<file path="config.mk">
export PLATFORM = sky130hd
export DESIGN_NAME = freqcount_precond
export DESIGN_NICKNAME = d
export VERILOG_FILES = /design/src/rtl/freqcount_precond.sv
export SDC_FILE = /design/constraint.sdc
export NUM_CORES = 1
export LEC_CHECK = 0
export ABC_AREA = 1
export CORE_MARGIN = 10
export CORE_UTILIZATION = 50
export CTS_BUF_LIST = sky130_fd_sc_hd__clkbuf_4 sky130_fd_sc_hd__clkbuf_8
export CTS_CLUSTER_DIAMETER = 80
export DETAILED_ROUTE_END_ITERATION = 8
export PLACE_DENSITY = 0.77
export SLEW_MARGIN = 5
export SYNTH_ARGS = -nofsm -noshare
export SYNTH_HDL_FRONTEND = slang
export SYNTH_SLANG_ARGS = --single-unit
</file>
<file path="constraint.sdc">
create_clock -name clkin -period 3.5 [get_ports clkin]
set_clock_uncertainty 0.1 [all_clocks]
set_input_delay 0.7 -clock clkin [delete_from_list [all_inputs] [get_ports clkin]]
set_output_delay 0.7 -clock clkin [all_outputs]
set_load 0.05 [all_outputs]
</file>
<file path="src/rtl/freqcount_precond.sv">
// freqcount_precond: conditions a raw external signal ahead of a frequency counter.
// Stages: 2-flop synchronizer, optional glitch filter, edge prescaler, activity timer.
// Ports:
//   rst        async active-high reset
//   clkin      system clock
//   signal_in  raw external signal (asynchronous to clkin)
//   filt_len   glitch-filter length N (ignored when the filter is not built)
//   prescale   divide ratio 2^prescale applied to qualified edges
//   signaledge counted edge polarity, 1 = rising, 0 = falling
//   signal_out conditioned / prescaled signal for the counter
//   active     high while a qualified edge was seen in the last 65536 clocks
// Build option: define FREQPRECOND_FILTER_EN to include the glitch filter.
module freqcount_precond (
  input  logic       rst,
  input  logic       clkin,
  input  logic       signal_in,
  input  logic [3:0] filt_len,
  input  logic [2:0] prescale,
  input  logic       signaledge,
  output logic       signal_out,
  output logic       active
);

  logic        s1;
  logic        s2;
  logic        fs;
  logic        fs_last;
  logic [6:0]  pc;
  logic [6:0]  pc_next;
  logic [7:0]  pc_ext;
  logic [2:0]  pre_q;
  logic [15:0] at;
  logic        qual;
  logic        pre_chg;

  always_ff @(posedge clkin or posedge rst) begin
    if (rst) begin
      s1 <= 1'b0;
      s2 <= 1'b0;
    end else begin
      s1 <= signal_in;
      s2 <= s1;
    end
  end

`ifdef FREQPRECOND_FILTER_EN
  logic [3:0] sc;

  // fs follows s2 only after s2 has differed from it for N+1 clocks.
  always_ff @(posedge clkin or posedge rst) begin
    if (rst) begin
      fs <= 1'b0;
      sc <= 4'd0;
    end else if (s2 == fs) begin
      sc <= 4'd0;
    end else if (sc == filt_len) begin
      fs <= s2;
      sc <= 4'd0;
    end else begin
      sc <= sc + 4'd1;
    end
  end
`else
  logic unused_filt;
  assign unused_filt = ^filt_len;

  always_ff @(posedge clkin or posedge rst) begin
    if (rst) fs <= 1'b0;
    else     fs <= s2;
  end
`endif

  assign qual    = signaledge ? (fs & ~fs_last) : (~fs & fs_last);
  assign pre_chg = (prescale != pre_q);

  // A prescale change restarts the divider and swallows a same-clock edge.
  always_comb begin
    pc_next = pc;
    if (pre_chg)   pc_next = 7'd0;
    else if (qual) pc_next = pc + 7'd1;
  end

  assign pc_ext = {1'b0, pc_next};

  always_ff @(posedge clkin or posedge rst) begin
    if (rst) begin
      fs_last    <= 1'b0;
      pre_q      <= 3'd0;
      pc         <= 7'd0;
      signal_out <= 1'b0;
    end else begin
      fs_last <= fs;
      pre_q   <= prescale;
      pc      <= pc_next;
      if (prescale == 3'd0) signal_out <= fs;
      else                  signal_out <= pc_ext[prescale - 3'd1];
    end
  end

  // active drops one clock after the timer has run down to zero.
  always_ff @(posedge clkin or posedge rst) begin
    if (rst) begin
      at     <= 16'd0;
      active <= 1'b0;
    end else if (qual) begin
      at     <= 16'hFFFF;
      active <= 1'b1;
    end else if (at != 16'd0) begin
      at     <= at - 16'd1;
    end else begin
      active <= 1'b0;
    end
  end

endmodule

</file>
=== After elaboration in Yosys (flattened, before gate mapping) ===
Cells that the tools add are included.

* $add $sub $neg: 3
* $lt $le $gt $ge: 1
* Equality and inequality tests: 2
* Multiplexer cells: 10
* Bitwise operators: 4
* Reductions and logical operators: 3

{| class="wikitable"
|+ Operators by type and width
! cell !! count
|-
| 16-bit two-way mux || 2
|-
| 16-bit nonzero test || 1
|-
| 16-bit by 1-bit subtractor with 16-bit output (second input constant) || 1
|-
| 7-bit two-way mux || 2
|-
| 7-bit by 1-bit adder with 7-bit output (second input constant) || 1
|-
| 1-bit two-way mux || 5
|-
| 3-bit by 4-bit less-than comparator with 1-bit output (second input constant) || 1
|-
| 1-bit binary-select mux with 3-bit select || 1
|-
| 3-bit logical NOT || 1
|-
| 3-bit inequality test || 1
|-
| 3-bit by 1-bit subtractor with 3-bit output (second input constant) || 1
|-
| 1-bit AND || 2
|-
| 2-bit inequality test (second input constant) || 1
|-
| 1-bit inverter || 2
|-
| 2-bit nonzero test || 1
|}

* Bits in registers: 32
* Input bits: 11
* Output and inout port bits: 2
* Word-level logic and storage cells: 32

=== Longest topological paths before layout ===
* Depth in word-level cells: 8
* Mapped depth: 14
* Mapped depth without buffers: 13

=== Worst setup path after synthesis ===
Ideal clock, no wire load.

* Kind: input to register
* Start: input port signaledge
* End: register at[9]
* Setup time: 0.131 ns
* Arrival: 1.620 ns
* Required time: 3.269 ns
* Setup slack: 1.649 ns
* Cell stages on the path: 7
* Buffers on the path: 1
* Cell sequence: inv_1 > nand2_1 > nand2_1 > nand2_4 > clkinv_1 > buf_2 > or3_1

* Longest elaborated chain between the ends: 2
* Elaborated cells between the ends (all ways): 3
* Those cells by class: mux: 2; reduce/logical: 1

{| class="wikitable"
|+ Ends and longest elaborated chain
! what !! line !! source
|-
| from (decl) || 19 || <nowiki>input logic signaledge,</nowiki>
|-
| 1-bit two-way mux (*) || 73 || <nowiki>assign qual = signaledge ? (fs & ~fs_last) : (~fs & fs_last);</nowiki>
|-
| 16-bit two-way mux or 2-bit nonzero test (tied branches) || - ||
|-
| to (signal assigned) || 109 || <nowiki>at <= at - 16'd1;</nowiki>
|-
| to (decl) || 32 || <nowiki>logic [15:0] at;</nowiki>
|}

Mark *: on every way between the ends. The rest lies on a longest branch, timed or not.
A chain may end at the register's enable or synchronous reset.

=== Final worst setup path ===
* Start: input port signaledge
* End: register signal_out

* Longest elaborated chain between the ends: 6

{| class="wikitable"
|+ Ends and longest elaborated chain
! what !! line !! source
|-
| 1-bit two-way mux || 73 ||
|-
| 7-bit two-way mux || 80 || <nowiki>else if (qual) pc_next = pc + 7'd1;</nowiki>
|-
| 7-bit two-way mux || 79 || <nowiki>if (pre_chg) pc_next = 7'd0;</nowiki>
|-
| 1-bit binary-select mux with 3-bit select || 96 || <nowiki>else signal_out <= pc_ext[prescale - 3'd1];</nowiki>
|-
| 1-bit two-way mux (implied by the code) || 96 ||
|-
| 1-bit two-way mux || 95 || <nowiki>if (prescale == 3'd0) signal_out <= fs;</nowiki>
|-
| to (signal assigned) || 95 ||
|-
| to (signal assigned) || 96 ||
|-
| to (decl) || 20 || <nowiki>output logic signal_out,</nowiki>
|}

No other way between the ends. The select of a mux whose other input is x is not followed.

==> reports/qor.yml <==
floorplanning:
  die_y_um: 80.45
  die_w_um: 80.45
  initial_utilization_pct: 53.07
  io_pins: 13
  rows: 21
  core-area_sq_um: 3442
  die_area_sq_um: 6471
clock_tree:
  clk_pin_slew_ns: 0.07
  numCtsBuffers: 5
  post_cts_buffers: 0
  cts_tree: "done"
  clkLatencyLatePin_ns: 0.28
  cts_buffer_depth: 2
  postCtsResizedCells: 0
  cts.sinks: 32
  h-tree-depth: 2
  cts-root-buf: "clkbuf_8"
  ctsHoldBuffers: 0
placement:
  dp_slack_ns: 0.5940
  port_buffers: 8
  gp_congestion: 0.8041
  dp.final_hpwl_um: 2328
  dp.cells: 291
routing:
  wire_per_inst_um: 11.02
  num_vias: 1468
  ant_nets: 0
  routed_wl_um: 3295
  drcViolationCount: 0
  vias_per_cell: 4.910
  firstDrtPassIters: 4
  initialDrtViolationCount: 101
synth:
  syn_area_sq_um: 1827
  yosysSeqAreaShare_pct: 43.84
  yosys.cell_types.count: 28
  post-synth-top-area-cell: "dfrtp_1"
  synth_common_cells: "nand2_1, inv_1, dfrtp_1"
  yosys_warnings: 0
  async_reset_ff_share_pct: 100.0
  netlist_instances: 239
  synth_top_cell_area_share_pct: 43.84
  synth_area_leaders: "dfrtp_1, nand2_1, inv_1"
  ys.flop_type: "dfrtp_1"
  syn_avg_cell_area_sq_um: 7.643
  synth_edf_count: 0
  ys_ff_latch: 32
  synth_most_common_cell: "nand2_1"
  synth_nets: 255
timing:
  fin_setup_tns_ns: 0
  min_period_over_period_pct: 74.28
  worst_slew_pin_slew_ns: 0.4966
  layout_setup_ws_ns: 0.9002
  grt_setup_unrepaired: "no"
  setup_viol: 0
  hold_viol: 0
  max_freq_mhz: 384.7
  drv_slew: 0
  hold_slack_ns: 0.2513
  relSlewSlack_pct: 66.79
  layout_min_cycle_time_ns: 2.600
power:
  vdd_ir_drop_max_mv: 0.2394
  p_leak_nw: 0.8885
  p_per_area_nw_per_um2: 401.3
critical_path:
  startpoint_type: "input pin"
  crit_slowest_cell: "clkdlybuf4s50_1"
  path_cells: "clkdlybuf4s50_1 > inv_1 > nand2_1 > nand2_1 > nand2_4 > clkinv_1 > nand2_1 > nand2_1 > nand3_1 > nand2_1 > nor2_1 > nand2_1 > nand3_1 > nand2_1"
  worstPathRequired_ns: 3.57
  arrival_ns: 2.67
  crit_top_cell: "nand2_1"
  cpPeakStageDelay_ns: 0.48
  setup.worst_path.end_class: "register"
  critPathKind: "input pin to register"
  path_max_fanout: 17
layout:
  area_growth_pct: 13.22
  diodes: 0
  final_cells: 299
  fin_nets: 268
  drive_gt1_share_pct: 9.486
global_routing:
  antenna_found_initial: 0
  grt_use_met1_pct: 14.02
  grt_use_total_pct: 11.07
  met2_usage_pct: 17.68
  gr-total-overflow: 0
  grt_first_pass_wirelength_um: 5878
  busiest_layer: "met2"
  met3_usage_pct: 2.339
  grt_max_degree: 33
  first_global_vias: 1393
run:
  maxCapViolCount: 0
outcome:
  status: "completed"
min_path:
  hold_class: "register to register"
[flip-flops by register name, indices dropped and copies added, names as in the netlist]
register / count
fs_last: 1
fs: 1
s1: 1
pre_q: 3
pc: 7
signal_out: 1
s2: 1
at: 16
active: 1
[path summary, 6_finish.rpt]
path	start	end	slack [ns]	cells after the start
setup / recovery	signaledge	signal_out	0.90	14
hold / removal	s2	fs	0.25	0
setup reg to reg	fs	signal_out	1.41	12
hold reg to reg	s2	fs	0.25	0
max in group asynchronous	rst	at[3]	2.32	3
min in group asynchronous	rst	at[14]	0.69	3
[critical path: cells and delay by family]
kind | cells | cell delay [ns]
AND/OR/NAND/NOR | 11 | 0.99
buffers and inverters | 3 | 0.97
[per-layer routing]
layer | vias to the layer above | wire length, um
li1 | 773 | -
met1 | 668 | 1673
met2 | 20 | 1457
met3 | 7 | 104
met4 | 0 | 59
met5 | - | 0
[metrics by stage]
step                      power [mW]  area (sq um)  utilization [%]
after global routing          0.8660          2068            60.09
after global placement        0.4862          1957            56.85
after floorplan               0.4613          1827                -
final                         0.8300          2068            60.09
after CTS                     0.8388          2068            60.09
after detailed placement      0.4887          1957            56.85
[report_power, final]
part	internal, mW	switching [mW]
Clock	0.210	0.139
Combinational	0.0295	0.0563
Sequential	0.384	0.0105
[area by class of cell]
type	count	area [sq um]
clock buffer	5	68.82
fill	308	1374
clock inverter	3	42.54
timing repair buffer	9	87.58
sequential	32	800.8
multi-input combinational	159	842.1
inverter	45	168.9
tap	46	57.56
[logic make-up (layout without fill, tap and decap cells)]
group / after synthesis / in the layout / share of synthesized area (%)
xor gates and xnor gates: 5 / 5 / 2.397
AOI/OAI and AO/OA: 24 / 24 / 7.671
adders and majority gates: 5 / 5 / 3.425
and+or+nand+nor: 125 / 125 / 32.60
buffers and inverters: 48 / 62 / 10.07
DFF: 32 / 32 / 43.84
[cells in the final DEF, fill, tap and decap left out, types with 2 or more instances in the layout]
master / instances
a211oi_1: 4
nor3_1: 4
a31oi_1: 2
nor2_2: 6
o21a_1: 2
ha_1: 5
clkbuf_8: 5
nor2_4: 2
nand2_2: 3
nand4_1: 5
o21ai_0: 6
nand2_1: 59
dfrtp_1: 32
xnor2_1: 4
inv_1: 44
a21oi_1: 9
clkdlybuf4s50_1: 8
nand3_1: 16
nor2_1: 23
Power figures use the tool's default switching activity.
